### src/rtl/proc_stream_io.sv
// rtl/proc_stream_io.sv - processor I/O port bridging an inbound and outbound word stream through two FIFOs
// Optional interrupt logic enabled by macro PROC_STREAM_IO_ITR_EN.
module proc_stream_io #(
    parameter int NUBITS = 16,
    parameter int NUIOIN = 2,
    parameter int NUIOOU = 2,
    parameter int FDEPTH = 8
) (
    input  logic                      clk,
    input  logic                      rst,
    input  logic [$clog2(NUIOIN)-1:0] addr_in,
    input  logic                      req_in,
    output logic [NUBITS-1:0]         io_in,
    input  logic [$clog2(NUIOOU)-1:0] addr_out,
    input  logic                      out_en,
    input  logic [NUBITS-1:0]         io_out,
    output logic                      itr,
    input  logic [NUBITS-1:0]         rx_data,
    input  logic                      rx_valid,
    output logic                      rx_ready,
    output logic [NUBITS-1:0]         tx_data,
    output logic                      tx_valid,
    input  logic                      tx_ready
);

    localparam int AIW = $clog2(NUIOIN);
    localparam int AOW = $clog2(NUIOOU);
    localparam int PW  = $clog2(FDEPTH);
    localparam int CW  = $clog2(FDEPTH + 1);

    logic [NUBITS-1:0] rx_mem_q [FDEPTH];
    logic [NUBITS-1:0] rx_mem_d [FDEPTH];
    logic [NUBITS-1:0] tx_mem_q [FDEPTH];
    logic [NUBITS-1:0] tx_mem_d [FDEPTH];
    logic [PW-1:0]     rx_wp_q, rx_wp_d, rx_rp_q, rx_rp_d;
    logic [PW-1:0]     tx_wp_q, tx_wp_d, tx_rp_q, tx_rp_d;
    logic [CW-1:0]     rx_cnt_q, rx_cnt_d, tx_cnt_q, tx_cnt_d;
    logic              ovf_q, ovf_d, udf_q, udf_d;

    logic rx_empty, rx_full, tx_empty, tx_full;
    logic rx_push, rx_pop, tx_push, tx_pop;
    logic rd_data, wr_data, wr_ctrl, flag_clr;
    logic [NUBITS-1:0] status;

    assign rx_empty = (rx_cnt_q == '0);
    assign rx_full  = (rx_cnt_q == CW'(FDEPTH));
    assign tx_empty = (tx_cnt_q == '0);
    assign tx_full  = (tx_cnt_q == CW'(FDEPTH));

    assign rd_data  = req_in & (addr_in == '0);
    assign wr_data  = out_en & (addr_out == '0);
    assign wr_ctrl  = out_en & (addr_out == AOW'(1));
    assign flag_clr = wr_ctrl & io_out[0];

    assign rx_push  = rx_valid & ~rx_full;
    assign rx_pop   = rd_data & ~rx_empty;
    assign tx_push  = wr_data & ~tx_full;
    assign tx_pop   = tx_ready & ~tx_empty;

    assign rx_ready = ~rx_full;
    assign tx_valid = ~tx_empty;
    assign tx_data  = tx_empty ? '0 : tx_mem_q[tx_rp_q];

    always_comb begin
        status      = '0;
        status[0]   = rx_empty;
        status[1]   = tx_full;
        status[2]   = ovf_q;
        status[3]   = udf_q;
        status[7:4] = 4'(rx_cnt_q);
    end

    always_comb begin
        io_in = '0;
        if (addr_in == '0) begin
            io_in = rx_empty ? '0 : rx_mem_q[rx_rp_q];
        end else if (addr_in == AIW'(1)) begin
            io_in = status;
        end
    end

    // Count tracks push/pop independently so a simultaneous push and pop cancels out.
    always_comb begin
        rx_mem_d = rx_mem_q;
        rx_wp_d  = rx_wp_q;
        rx_rp_d  = rx_rp_q;
        rx_cnt_d = rx_cnt_q;
        if (rx_push) begin
            rx_mem_d[rx_wp_q] = rx_data;
            rx_wp_d           = rx_wp_q + PW'(1);
        end
        if (rx_pop) begin
            rx_rp_d = rx_rp_q + PW'(1);
        end
        if (rx_push && !rx_pop) begin
            rx_cnt_d = rx_cnt_q + CW'(1);
        end else if (rx_pop && !rx_push) begin
            rx_cnt_d = rx_cnt_q - CW'(1);
        end
    end

    always_comb begin
        tx_mem_d = tx_mem_q;
        tx_wp_d  = tx_wp_q;
        tx_rp_d  = tx_rp_q;
        tx_cnt_d = tx_cnt_q;
        if (tx_push) begin
            tx_mem_d[tx_wp_q] = io_out;
            tx_wp_d           = tx_wp_q + PW'(1);
        end
        if (tx_pop) begin
            tx_rp_d = tx_rp_q + PW'(1);
        end
        if (tx_push && !tx_pop) begin
            tx_cnt_d = tx_cnt_q + CW'(1);
        end else if (tx_pop && !tx_push) begin
            tx_cnt_d = tx_cnt_q - CW'(1);
        end
    end

    // A set in the same cycle as a clear wins.
    always_comb begin
        ovf_d = (ovf_q & ~flag_clr) | (wr_data & tx_full);
        udf_d = (udf_q & ~flag_clr) | (rd_data & rx_empty);
    end

    always_ff @(posedge clk) begin
        rx_mem_q <= rx_mem_d;
        tx_mem_q <= tx_mem_d;
        if (rst) begin
            rx_wp_q  <= '0;
            rx_rp_q  <= '0;
            rx_cnt_q <= '0;
            tx_wp_q  <= '0;
            tx_rp_q  <= '0;
            tx_cnt_q <= '0;
            ovf_q    <= 1'b0;
            udf_q    <= 1'b0;
        end else begin
            rx_wp_q  <= rx_wp_d;
            rx_rp_q  <= rx_rp_d;
            rx_cnt_q <= rx_cnt_d;
            tx_wp_q  <= tx_wp_d;
            tx_rp_q  <= tx_rp_d;
            tx_cnt_q <= tx_cnt_d;
            ovf_q    <= ovf_d;
            udf_q    <= udf_d;
        end
    end

`ifdef PROC_STREAM_IO_ITR_EN
    logic itr_en_q, itr_en_d, itr_q, itr_d;

    always_comb begin
        itr_en_d = itr_en_q;
        if (wr_ctrl) begin
            itr_en_d = io_out[1];
        end
        itr_d = itr_en_q & ~rx_empty;
    end

    always_ff @(posedge clk) begin
        if (rst) begin
            itr_en_q <= 1'b0;
            itr_q    <= 1'b0;
        end else begin
            itr_en_q <= itr_en_d;
            itr_q    <= itr_d;
        end
    end

    assign itr = itr_q;
`else
    assign itr = 1'b0;
`endif

endmodule

### config.mk
export PLATFORM = sky130hd
export DESIGN_NAME = proc_stream_io
export DESIGN_NICKNAME = d
export VERILOG_FILES = /design/src/rtl/proc_stream_io.sv
export SDC_FILE = /design/constraint.sdc
export NUM_CORES = 1
export LEC_CHECK = 0
export BUFFER_PORTS_ARGS = -buffer_cell sky130_fd_sc_hd__buf_2
export CAP_MARGIN = 40
export CORE_UTILIZATION = 30
export CTS_CLUSTER_DIAMETER = 150
export DETAILED_ROUTE_END_ITERATION = 16
export PLACE_DENSITY_LB_ADDON = 0.05
export SKIP_LAST_GASP = 1
export SYNTH_ARGS = -nofsm -noshare
export SYNTH_HDL_FRONTEND = slang
export SYNTH_SLANG_ARGS = --single-unit
### constraint.sdc
create_clock -name clk -period 3.7 [get_ports clk]
set_clock_uncertainty 0.15 [all_clocks]
set_input_delay 0.37 -clock clk [delete_from_list [all_inputs] [get_ports clk]]
set_output_delay 0.37 -clock clk [all_outputs]
set_load 0.1 [all_outputs]
# ---- Yosys cells after proc, flatten, opt, wreduce, memory -nomap -nowiden
# Index checks and enable logic that the tools add are counted.
dict set report word_totals {
  reg_bits 278
  in_bits 40
  output_inout_bits 35
  wordCells 98
}
dict set report classes {
  add_sub_neg 8
  order_cmp 6
  n_eq_ne 2
  mux 19
  bitwise 25
  reduce_logical 14
}
# cell n
set op_table {}
lappend op_table {{128-bit bitwise mux} 2}
lappend op_table {{16-bit 2-to-1 mux} 9}
lappend op_table {{16-bit binary-select mux with 3-bit select} 2}
lappend op_table {{16-bit demux with 3-bit select} 2}
lappend op_table {{4-bit greater-or-equal comparator, second input constant} 4}
lappend op_table {{4-bit 2-to-1 mux} 4}
lappend op_table {{3-bit inverter with 4-bit output} 4}
lappend op_table {{3-bit by 1-bit adder with 3-bit output, second input constant} 4}
lappend op_table {{1-bit AND} 12}
lappend op_table {{4-bit by 1-bit adder with 4-bit output, second input constant} 2}
lappend op_table {{4-bit == test, second input constant} 2}
lappend op_table {{4-bit logical NOT} 2}
lappend op_table {{4-bit by 1-bit less-than comparator with 1-bit output, second input constant} 2}
lappend op_table {{4-bit by 1-bit subtractor with 4-bit output, second input constant} 2}
lappend op_table {{1-bit inverter} 7}
lappend op_table {{1-bit logical AND} 6}
lappend op_table {{1-bit logical NOT} 4}
lappend op_table {{2-bit nonzero test} 2}
lappend op_table {{1-bit bitwise OR} 2}

# ---- Longest topological paths before layout
# Gate-level depths: netlist of run 1.
dict set report depth {
  ltp_word 7
  depth_mapped 11
}

# ---- Least setup slack after synthesis of run 1
# OpenSTA, ideal clock, no wires.
dict set report synth_path {
  path_kind {register to register}
  from {register rx_cnt_q[0]}
  to {register rx_mem_q[112] (netlist bit) (enable)}
  setup_time_ns 0.430
  arrival_time_ns 2.834
  required_ns 3.120
  path_slack_ns 0.285
  path_stages_with_launch 5
  cell_sequence {dfxtp_1 -> or4b_1 -> clkbuf_2 -> nand2_4 -> nor4_1}
}
dict set report synth_between {
  elab_chain_cells 3
}
# item line
set synth_rtl {}
lappend synth_rtl {{start: declaration} 37} ;# logic [CW-1:0] rx_cnt_q, rx_cnt_d, tx_cnt_q, tx_cnt_d;
lappend synth_rtl {{start signal: assignment} 142} ;# rx_cnt_q <= rx_cnt_d;
lappend synth_rtl {{4-bit == test} 46} ;# assign rx_full = (rx_cnt_q == CW'(FDEPTH));
lappend synth_rtl {{1-bit inverter} n/a}
lappend synth_rtl {{via rx_ready} 20} ;# output logic rx_ready,
lappend synth_rtl {{1-bit AND} 55} ;# assign rx_push = rx_valid & ~rx_full;
lappend synth_rtl {{end signal: assignment} 128} ;# rx_mem_q <= rx_mem_d;
lappend synth_rtl {{end: declaration} 31} ;# logic [NUBITS-1:0] rx_mem_q [FDEPTH];
# The timed path passes the listed nets, and every way through them passes these cells.
# A chain may end at the register's enable or synchronous reset.

# ---- Worst setup path in the final report of run 1
dict set report layout_path {
  from {register rx_rp_q[0]}
  to {output io_in[8]}
}
dict set report layout_between {
  elab_chain_cells 6
}
# item line
set layout_rtl {}
lappend layout_rtl {{start: declaration} 35} ;# logic [PW-1:0] rx_wp_q, rx_wp_d, rx_rp_q, rx_rp_d;
lappend layout_rtl {{start signal: assignment} 141} ;# rx_rp_q <= rx_rp_d;
lappend layout_rtl {{3-bit inverter with 4-bit output (implied by the code)} 76} ;# io_in = rx_empty ? '0 : rx_mem_q[rx_rp_q];
lappend layout_rtl {{16-bit binary-select mux with 3-bit select} 76}
lappend layout_rtl {{16-bit 2-to-1 mux (implied by the code) (2 in a row)} 76}
lappend layout_rtl {{16-bit 2-to-1 mux} 76}
lappend layout_rtl {{16-bit 2-to-1 mux} 75} ;# if (addr_in == '0) begin
lappend layout_rtl {{end: declaration} 13} ;# output logic [NUBITS-1:0] io_in,
# Every way passes these cells. The select of a mux whose other input is x is not followed.

==> reports/results.md, run 1 <==
| Quantity | This run |
| --- | --- |
| Switching power total | 3.423 mW |
| Diodes inserted | 0 |
| Number of cells on the critical path | 5 |
| Root cell of the clock tree | clkbuf_16 |
| Internal power component | 6.190 mW |
| Gr ovfl total | 0 |
| Area Growth Syn to Fin | 21.28% |
| FF-to-FF path depth | 10 |
| Final standard cell area without fillers | 13,530 µm² |
| Signal arrival time at the worst endpoint | 2.80 ns |
| Aggregate routed wire length | 25.19 mm |
| Core Area | 36,610 µm² |
| Share of the clock period used by the worst path after layout | 89.79% |
| Final GP Congestion | 0.7047 |
| GRT Resource Usage Total | 13.55% |
| Number of setup buffers added after CTS | 0 |
| Horizontal die dimension | 194.8 µm |
| Largest delay contributor family on the critical path | flip-flops |
| Half-perimeter wire length of the detailed placement result | 15.00 mm |
| Slew Limit Fails | 0 |
| Nature of the critical path endpoint | output pin |
| Max stage delay on crit path | 0.81 ns |
| Vias post-DR | 5,653 |
| Placed cell areas | 12,180 µm² |
| Sequence of cells on the critical path | buf_4 -> mux4_1 -> mux2i_1 -> nor2_1 -> buf_2 |
| Type of the worst setup path | flop to output pin |
| Hold Crit Start | rx_data[14] |
| Total met3 wirelength after detailed routing | 852 µm |
| Via count of the first global-routing pass | 6,277 |
| Most common cell after layout, fill and taps aside | edfxtp_1 |
| Combined buffer and inverter count along the critical path | 2 |
| Top area cells in the synthesized netlist | edfxtp_1 (69%), mux4_2 (7.9%), mux4_1 (4.2%) |
| Predominant post-synthesis flop cell | edfxtp_1 |
| Tmin final | 3.322 ns |
| Final Instance Count excl. Fillers | 1,205 |
| Final TNS setup | 0 ns |
| Clock-pin transition on the worst setup and hold timing paths | 0.06 ns |
| Top library cells by usage in the layout, fill and taps aside | edfxtp_1 (256), buf_2 (73), nor2_1 (55) |
| Fraction of registers with async set/reset | 0% |
| Total standard cell area after synthesis | 11,150 µm² |
| Post-detailed-route via-to-cell ratio | 4.691 |
| Slew at the pin closest to its max-slew limit | 0.7378 ns |
| Comb power frac | 29.0% |
| Number of instances in the synthesized netlist | 576 |
| Fillers | 3,449 |
| Number of ports placed on the die boundary | 75 |
| Max-Cap Viols | 0 |
| 1st-pass router iterations | 4 |
| DRC errors left | 0 |
| Height of the die | 194.8 µm |
| RSZ-0062 raised after global routing | no |
| Largest net degree at the start of global routing | 35 |
| Die area | 37,960 µm² |
| Syn Area/Cell | 19.37 µm² |
| Clock network fraction of design power | 31.8% |
| Path class of the lowest-slack min-delay path | input pin to flop |
| Wire length of the first global-routing pass | 38.38 mm |
| Capture instance of the worst register-to-register path | tx_cnt_q[3]$_SDFFE_PP0P_ |
| Number of buffers inserted during clock tree synthesis | 34 |
| Synth Register Bits | 278 |
| Fraction of post-synthesis cell area in the top cell type by area | 68.92% |
| Slowest stage cell on the critical path | dfxtp_2 |
| M1 wire length | 10.69 mm |
| Switching power as a share of total power | 35.61% |
| Data required time at the worst endpoint | 3.18 ns |
| Initial cell density of the core | 30.47% |
| Count of different cell masters after synthesis | 43 |
| Multi-input gate area in the final layout | 2868 µm² |
| Number of nets in the synthesized netlist | 628 |
| Leakage power of the design | 4.462 nW |
| Antenna-violating nets left | 0 |
| FF+latch area | 8130 µm² |
| Num Clock Sinks | 278 |
| Launch point of the worst reg-to-reg path | tx_cnt_q[0]$_SDFFE_PP0P_ |
| Skew-Pair Late Insertion Delay | 0.51 ns |
| CTS max path bufs | 3 |
| Tot Pwr | 9.613 mW |
| Status | finished clean |
| Number of levels in the clock H-tree | 2 |
| Share of cells above drive strength 1 | 27.14% |
| IR drop worst, VDD | 0.3380 mV |
| Number of placement rows | 70 |
| Initial antenna violation count | 0 |
| Warning count from the yosys run | 0 |
| Type of origin of the critical path | flop |
| Post-synth EDFFs | 256 |
| Port Buffers | 73 |
| Wire length per cell | 20.90 µm |
| Share of synthesized area occupied by flip-flops and latches | 72.87% |
| Cell Count Post-Placement | 1,112 |
| Peak fanout along the critical path | 22 |
| CTS tree | yes |
| Final hold vios | 0 |
| Max Clk Rate | 0.3010 GHz |
| Sum of met2 wire segment lengths after detailed routing | 13.15 mm |
| Worst hold endpoint | rx_mem_q[46]$_DFFE_PP_ |
| Initial DRC Count | 180 |
| Sequential group share of total power | 39.3% |
| Number of nets in the final layout | 763 |
| Uppermost routed layer | met4 |
| Total power divided by cell area | 710.6 nW/µm² |
| Max-Slew Margin vs Limit | 50.81% |
| Library cell occupying the most area in the post-synthesis netlist | edfxtp_1 |
| Hold depth | 1 |
| Register-to-register path setup slack | 0.63 ns |
| Count of endpoints failing setup in the final report | 0 |
==> through the flow <==
stage | hold WS (ns) | util (%) | setup slack, ns
floorplan | 0.3049 | - | 0.2854
global placement | 0.3547 | 33.26 | 0.6895
detailed placement | 0.3704 | 33.26 | 0.6390
CTS | 0.002135 | 36.95 | 0.2989
global route | 0.01276 | 36.95 | 0.1990
finish | 0.02193 | 36.95 | 0.3776
==> Yosys cell counts (2+ instances only) <==
| cell | count |
|---|---|
| mux4_2 | 39 |
| mux2i_1 | 42 |
| ha_1 | 10 |
| clkbuf_1 | 12 |
| nand2b_1 | 11 |
| nand2_1 | 9 |
| xnor2_1 | 5 |
| a21oi_1 | 7 |
| a32oi_1 | 2 |
| a32o_1 | 6 |
| fa_1 | 2 |
| xor2_1 | 7 |
| nor2b_1 | 4 |
| a211oi_1 | 2 |
| buf_4 | 2 |
| buf_2 | 10 |
| mux2_2 | 2 |
| nand3_1 | 9 |
| nor4_1 | 2 |
| nor2_1 | 55 |
| buf_12 | 2 |
| mux4_1 | 18 |
| edfxtp_1 | 256 |
| a31oi_1 | 2 |
| inv_1 | 7 |
| dfxtp_1 | 22 |
| nor4_4 | 2 |
| nor3_1 | 9 |
| a22oi_1 | 6 |
==> power by group through the flow <==
| stage | registers (mW) | logic [mW] | clock network (mW) |
|---|---|---|---|
| finish | 3.77 | 2.78 | 3.06 |
| global route | 3.80 | 2.96 | 3.26 |
| CTS | 3.78 | 2.84 | 3.16 |
| detailed placement | 3.84 | 2.80 | 0 |
| global placement | 3.83 | 2.79 | 0 |
| floorplan | 3.75 | 2.31 | 0 |
==> per-layer routing <==
metal  global-route usage (%)  vias to the layer above
li1                         -                     2586
met1                    16.33                     2928
met2                    24.68                       96
met3                    2.325                       43
met4                    3.937                        0
met5                        0                        -
==> registers in the layout (all words and copies together), names as in the netlist <==
name      flops
tx_mem_q    128
tx_rp_q       3
rx_wp_q       3
rx_mem_q    128
rx_cnt_q      4
udf_q         1
tx_cnt_q      4
tx_wp_q       3
ovf_q         1
rx_rp_q       3
==> kinds of logic (layout without fill, tap and decap cells) <==
group	count (synthesis)	count (layout)	share of synthesized area [%]
compound gates	28	28	1.873
xor+xnor	12	12	0.9422
fa+ha+maj	12	12	1.481
buf+inv	37	198	1.896
flops	278	278	72.87
mux	101	101	16.09
other cells	1	1	0.03362
simple gates	107	107	4.823
==> worst max path at each step <==
| stage | start | to |
|---|---|---|
| finish | rx_rp_q[0]$_SDFFE_PP0P_ | io_in[8] |
| global route | rx_rp_q[0]$_SDFFE_PP0P_ | io_in[8] |
| CTS | rx_rp_q[0]$_SDFFE_PP0P_ | io_in[8] |
| detailed placement | tx_cnt_q[0]$_SDFFE_PP0P_ | tx_cnt_q[3]$_SDFFE_PP0P_ |
| global placement | tx_cnt_q[0]$_SDFFE_PP0P_ | tx_cnt_q[3]$_SDFFE_PP0P_ |
| floorplan | rx_cnt_q[0]$_SDFFE_PP0P_ | rx_mem_q[112]$_DFFE_PP_ |
==> area by class of cell <==
cell class,count,share of cell area [%]
Inverter,7,0.1942
Timing Repair Buffer,129,6.474
Clock buffer,50,7.122
Clock inverter,12,0.5827
Multi-Input combinational cell,261,21.20
Tap cell,468,4.329
Sequential cell,278,60.10
==> timing repair <==
action	in CTS	in global routing
hold endpoints to repair	230	0
hold buffers	31	0
gates resized for setup	0	0
Note: power is estimated with default switching activity, not from simulation.
==> inputs of run 2 (changes only) <==
Clock period 3.7 ns to 3.1 ns, I/O delays scaled along.
==> run 2 against run 1 <==
Against the previous run: sequential share of layout area decreased by 1.2 points; highest routed layer unchanged; critical endpoint is now io_in[6]; global-route usage increased by 0.22 points; first-iteration DRC count increased by 34%; worst setup slack got worse by 0.25 ns; non-clock buffer count increased by 14; combinational power increased by 35%; hold slack improved by 0.028 ns; wire length increased by 1.3%; final area increased by 2.1%; clock power increased by 17%; die area unchanged; critical path depth unchanged.
==> reports/results.md, run 2 (synthesized netlist as in run 1, its figures left out) <==
| Quantity | This run |
| --- | --- |
| Register-to-register path setup slack | 0.22 ns |
| Internal power component | 7.641 mW |
| Post-detailed-route via-to-cell ratio | 4.761 |
| Worst Setup Slack, final | 0.1267 ns |
| DRC errors left | 0 |
| Via count of the first global-routing pass | 6,227 |
| Diodes inserted | 0 |
| RSZ-0062 raised after global routing | no |
| Share of the clock period used by the worst path after layout | 95.91% |
| Initial DRC Count | 241 |
| Top library cells by usage in the layout, fill and taps aside | edfxtp_1 (256), buf_2 (63), nor2_1 (55) |
| Sequence of cells on the critical path | buf_12 -> mux4_2 -> nand2b_1 -> a32o_1 -> buf_2 |
| Capture instance of the worst register-to-register path | rx_cnt_q[3]$_SDFFE_PP0P_ |
| Root cell of the clock tree | clkbuf_16 |
| Final hold vios | 0 |
| Leakage power of the design | 4.563 nW |
| Final GP Congestion | 0.7271 |
| Half-perimeter wire length of the detailed placement result | 15.51 mm |
| IR drop worst, VDD | 0.4740 mV |
| Number of levels in the clock H-tree | 2 |
| Fillers | 3,411 |
| Aggregate routed wire length | 25.51 mm |
| Share of the core filled with cells | 37.72% |
| Wire length of the first global-routing pass | 38.51 mm |
| Switching power total | 4.143 mW |
| Comb power frac | 31.7% |
| Slew Limit Fails | 0 |
| Final TNS setup | 0 ns |
| Clock-pin transition on the worst setup and hold timing paths | 0.06 ns |
| Hold Slack | 0.04972 ns |
| Final standard cell area without fillers | 13,810 µm² |
| Worst setup timing slack at the placement stage | 0.1869 ns |
| Horizontal die dimension | 194.8 µm |
| Number of buffers inserted during clock tree synthesis | 34 |
| Max-Slew Margin vs Limit | 56.84% |
| Worst hold endpoint | ovf_q$_SDFF_PP0_ |
| Tmin final | 2.973 ns |
| Combined buffer and inverter count along the critical path | 2 |
| Multi-input gate area in the final layout | 2899 µm² |
| CTS max path bufs | 3 |
| Cell Count Post-Placement | 1,122 |
| Vias post-DR | 5,770 |
| Signal arrival time at the worst endpoint | 2.51 ns |
| Switching power as a share of total power | 35.16% |
| Slew at the pin closest to its max-slew limit | 0.6451 ns |
| Type of the worst setup path | flop to output pin |
| Number of nets in the final layout | 777 |
| 1st-pass router iterations | 4 |
| GRT Resource Usage Total | 13.77% |
| Initial cell density of the core | 30.47% |
| Status | finished clean |
| Gr ovfl total | 0 |
| Skew-Pair Late Insertion Delay | 0.51 ns |
| Hold Crit Start | out_en |
| Number of ports placed on the die boundary | 75 |
| Num Clock Sinks | 278 |
| Antenna-violating nets left | 0 |
| Die area | 37,960 µm² |
| Number of setup buffers added after CTS | 0 |
| FF+latch area | 8135 µm² |
| Launch point of the worst reg-to-reg path | rx_cnt_q[2]$_SDFFE_PP0P_ |
| Clock network fraction of design power | 30.4% |
| Wire length per cell | 21.05 µm |
| Max stage delay on crit path | 0.51 ns |
| Total power divided by cell area | 853.4 nW/µm² |
| Hold depth | 4 |
| Peak fanout along the critical path | 24 |
| Nature of the critical path endpoint | output pin |
| Number of placement rows | 70 |
| Initial antenna violation count | 0 |
| Core Area | 36,610 µm² |
| CTS tree | yes |
| Placed cell areas | 12,460 µm² |
| FF-to-FF path depth | 10 |
| Most common cell after layout, fill and taps aside | edfxtp_1 |
| Max Clk Rate | 0.3363 GHz |
| Area Growth Syn to Fin | 23.79% |
| Sequential group share of total power | 37.8% |
| Max-Cap Viols | 0 |
| Largest registers ranked by flip-flop count | rx_mem_q x128, tx_mem_q x128 |
| Count of endpoints failing setup in the final report | 0 |
| Port Buffers | 73 |
| Final Instance Count excl. Fillers | 1,212 |
| Largest delay contributor family on the critical path | buffers and inverters |
| Largest net degree at the start of global routing | 33 |
| Height of the die | 194.8 µm |
| Path class of the lowest-slack min-delay path | input pin to flop |
| Tot Pwr | 11.78 mW |
| Type of origin of the critical path | flop |
| Share of cells above drive strength 1 | 28.90% |
| Data required time at the worst endpoint | 2.64 ns |
| Slowest stage cell on the critical path | dfxtp_2 |
run 2: changes by cell type in the layout (fill, tap and decap cells not counted), moves of 2 or more:
cell	delta
clkbuf_1	-7
clkinv_8	-2
dlygate4sd3_1	+4
buf_2	-10
buf_4	+8
clkinv_1	+2
buf_12	+12
inv_6	+2
dfxtp_1	-2
run 2: final cells by class:
class | instances | area share, %
Tap cell | 468 | 4.241
Clock inverter | 14 | 0.6796
Multi-Input combinational cell | 261 | 20.99
Timing Repair Buffer | 143 | 8.445
Sequential cell | 278 | 58.92
Inverter | 7 | 0.2175
Clock buffer | 41 | 6.506
run 2: worst register-to-register path, delay by kind of cell, from the launching register on:
family          cells  cell delay (ns)
fa+ha+maj           2             0.50
compound gates      3             0.47
simple gates        2             0.74
mux                 1             0.35
buf+inv             2             0.20
flops               1             0.36
run 2: what timing repair did:
action	4_1_cts	5_1_grt
hold buffers	35	0
gates resized for setup	1	2
pin swaps	0	0
hold endpoints to repair	259	0
endpoints found under the setup margin	1	5
run 2: worst max path at each step:
stage,from,endpoint,depth (start not counted)
after floorplan,tx_cnt_q[3]$_SDFFE_PP0P_,tx_cnt_q[3]$_SDFFE_PP0P_,10
after global placement,rx_cnt_q[3]$_SDFFE_PP0P_,rx_cnt_q[3]$_SDFFE_PP0P_,10
after detailed placement,rx_cnt_q[3]$_SDFFE_PP0P_,rx_cnt_q[3]$_SDFFE_PP0P_,10
after CTS,tx_rp_q[0]$_SDFFE_PP0P_,tx_data[15],5
after global routing,rx_rp_q[0]$_SDFFE_PP0P_,io_in[1],5
final,rx_rp_q[0]$_SDFFE_PP0P_,io_in[6],5
run 2: per-layer routing:
metal / vias to the layer above / GRT usage [%] / routed length [µm]
met4: 0 / 4.608 / 537
met5: - / 0 / 0
met1: 2995 / 16.76 / 10700
met3: 38 / 2.776 / 1029
met2: 118 / 24.31 / 13240
li1: 2619 / - / -
run 2: power groups by stage:
stage | combinational, mW | sequential (mW) | clock (mW)
floorplan | 2.78 | 4.48 | 0
global placement | 3.73 | 4.52 | 0
detailed placement | 3.76 | 4.54 | 0
CTS | 3.81 | 4.46 | 3.71
global route | 3.93 | 4.48 | 3.83
finish | 3.74 | 4.46 | 3.59
==> inputs of run 3 (changes only) <==
Settings changed: CELL_PAD_IN_SITES_DETAIL_PLACEMENT set to 0, CELL_PAD_IN_SITES_GLOBAL_PLACEMENT set to 1.
==> run 3 against run 2 <==
Against the previous run: die area did not move; cell count up 0.83%; wire length grew 0.93%; utilization fell by 0.45 points; final area is 1.2% lower; non-clock buffer count rose by 6; largest power group unchanged; critical path type is now flop to flop; first-iteration DRC count down 24%.
==> reports/results.md, run 3 (synthesized netlist as in run 1, its figures left out) <==
| Quantity | This run |
| --- | --- |
| Wire length per cell | 21.07 µm |
| Num Clock Sinks | 278 |
| CTS max path bufs | 3 |
| Final standard cell area without fillers | 13,640 µm² |
| Slew Limit Fails | 0 |
| Max Clk Rate | 0.3404 GHz |
| Placed cell areas | 12,270 µm² |
| Number of buffers inserted during clock tree synthesis | 31 |
| Count of endpoints failing setup in the final report | 0 |
| Number of levels in the clock H-tree | 1 |
| Max-Cap Viols | 0 |
| Max stage delay on crit path | 0.55 ns |
| Sequence of cells on the critical path | or4b_4 -> nand2_4 -> inv_1 -> ha_1 -> inv_1 -> ha_1 -> a21oi_1 -> a211oi_1 -> a31oi_1 -> mux2_2 |
| Largest delay contributor family on the critical path | simple AND/OR/NAND/NOR gates |
| Nature of the critical path endpoint | flop |
| Share of cells above drive strength 1 | 29.48% |
| Number of placement rows | 70 |
| Skew-Pair Late Insertion Delay | 0.55 ns |
| Slew at the pin closest to its max-slew limit | 0.6886 ns |
| Data required time at the worst endpoint | 3.39 ns |
| Path class of the lowest-slack min-delay path | input pin to flop |
| Share of the core filled with cells | 37.27% |
| Leakage power of the design | 4.530 nW |
| RSZ-0062 raised after global routing | no |
| GRT Resource Usage Total | 13.74% |
| Signal arrival time at the worst endpoint | 3.22 ns |
| Most common cell after layout, fill and taps aside | edfxtp_1 |
| Wire length of the first global-routing pass | 38.76 mm |
| Half-perimeter wire length of the detailed placement result | 15.31 mm |
| Port Buffers | 73 |
| Number of nets in the final layout | 780 |
| Combined buffer and inverter count along the critical path | 2 |
| Gr ovfl total | 0 |
| Tot Pwr | 11.40 mW |
| M1 GR Usage | 16.84% |
| Layer carrying the most global-route usage | met2 |
| Area Growth Syn to Fin | 22.32% |
| Core Area | 36,610 µm² |
| Largest registers ranked by flip-flop count | rx_mem_q x128, tx_mem_q x128 |
| Final TNS setup | 0 ns |
| Tmin final | 2.938 ns |
| Root cell of the clock tree | clkbuf_16 |
| Share of the clock period used by the worst path after layout | 94.76% |
| Status | finished clean |
| Height of the die | 194.8 µm |
| Type of the worst setup path | flop to flop |
| DRC errors left | 0 |
| Fillers | 3,453 |
| Antenna-violating nets left | 0 |
| Largest net degree at the start of global routing | 35 |
| Peak fanout along the critical path | 7 |
| Max-Slew Margin vs Limit | 54.03% |
| Initial antenna violation count | 1 |
| Total power divided by cell area | 835.9 nW/µm² |
| Via count of the first global-routing pass | 6,217 |
| 1st-pass router iterations | 4 |
| Final hold vios | 0 |
| GR Util met3 | 2.221% |
| Number of ports placed on the die boundary | 75 |
| Initial cell density of the core | 30.47% |
| Aggregate routed wire length | 25.74 mm |
| IR drop worst, VDD | 0.5339 mV |
| Post-detailed-route via-to-cell ratio | 4.657 |
| Met2 Track Usage GR | 25.14% |
| Horizontal die dimension | 194.8 µm |
| Type of origin of the critical path | flop |
| Initial DRC Count | 184 |
| CTS tree | yes |
| Vias post-DR | 5,691 |
| Top library cells by usage in the layout, fill and taps aside | edfxtp_1 (256), buf_2 (72), nor2_1 (55) |
| Final GP Congestion | 0.7045 |
| Slowest stage cell on the critical path | or4b_4 |
| Die area | 37,960 µm² |
| Clock-pin transition on the worst setup and hold timing paths | 0.06 ns |
-- run 3: worst register-to-register path, cell delays in order, from the launching register on --
cell and delay (ns):
dfxtp_1 0.46, or4b_4 0.55, nand2_4 0.16, inv_1 0.06, ha_1 0.20, inv_1 0.13, ha_1 0.28, a21oi_1 0.21
a211oi_1 0.11, a31oi_1 0.18, mux2_2 0.35
-- run 3: stage by stage --
| stage | instances | hold WS, ns | setup slack (ns) |
|---|---|---|---|
| after CTS | 1214 | 0.01465 | 0.01797 |
| after floorplan | 576 | 0.2589 | 0.01761 |
| after detailed placement | 1120 | 0.3641 | 0.1071 |
| after global routing | 1222 | 0.03619 | 0.009874 |
| after global placement | 1120 | 0.3718 | 0.1688 |
| final | 1222 | 0.03321 | 0.1623 |
-- run 3: power by group --
group,switching (mW),internal [mW]
sequential,0.128,4.30
clock,1.42,1.99
combinational,2.54,1.02
total,4.08,7.32
-- run 3: cell type report --
cell class | count | area, µm² | share of cell area [%]
repair buffers | 149 | 1041 | 7.630
clock buffers | 39 | 805.8 | 5.906
clock inverters | 19 | 141.4 | 1.036
inverters | 7 | 30.03 | 0.2201
multi-input cells | 261 | 2904 | 21.28
well taps | 468 | 585.6 | 4.292
flip-flops and latches | 278 | 8134 | 59.62
diodes | 1 | 2.502 | 0.01834
-- run 3: path summary, 6_finish.rpt --
path	from	slack (ns)	cells after the start	to
worst max-delay path	rx_cnt_q[3]$_SDFFE_PP0P_	0.16	10	rx_cnt_q[3]$_SDFFE_PP0P_
worst min-delay path	out_en	0.03	4	ovf_q$_SDFF_PP0_
worst max register to register	rx_cnt_q[3]$_SDFFE_PP0P_	0.16	10	rx_cnt_q[3]$_SDFFE_PP0P_
worst min register to register	ovf_q$_SDFF_PP0_	0.42	2	ovf_q$_SDFF_PP0_
-- run 3: per-layer routing --
metal	up-vias	routed length (µm)
li1	2634	-
met1	2938	10870
met2	90	13630
met3	29	865
met4	0	387
met5	-	0
-- run 3: timing repair --
item,CTS,global route
buffers inserted,0,7
hold buffers,36,0
endpoints found under the setup margin,12,8
pin swaps,0,1
endpoints found under the hold margin,262,0
resized for setup,2,3
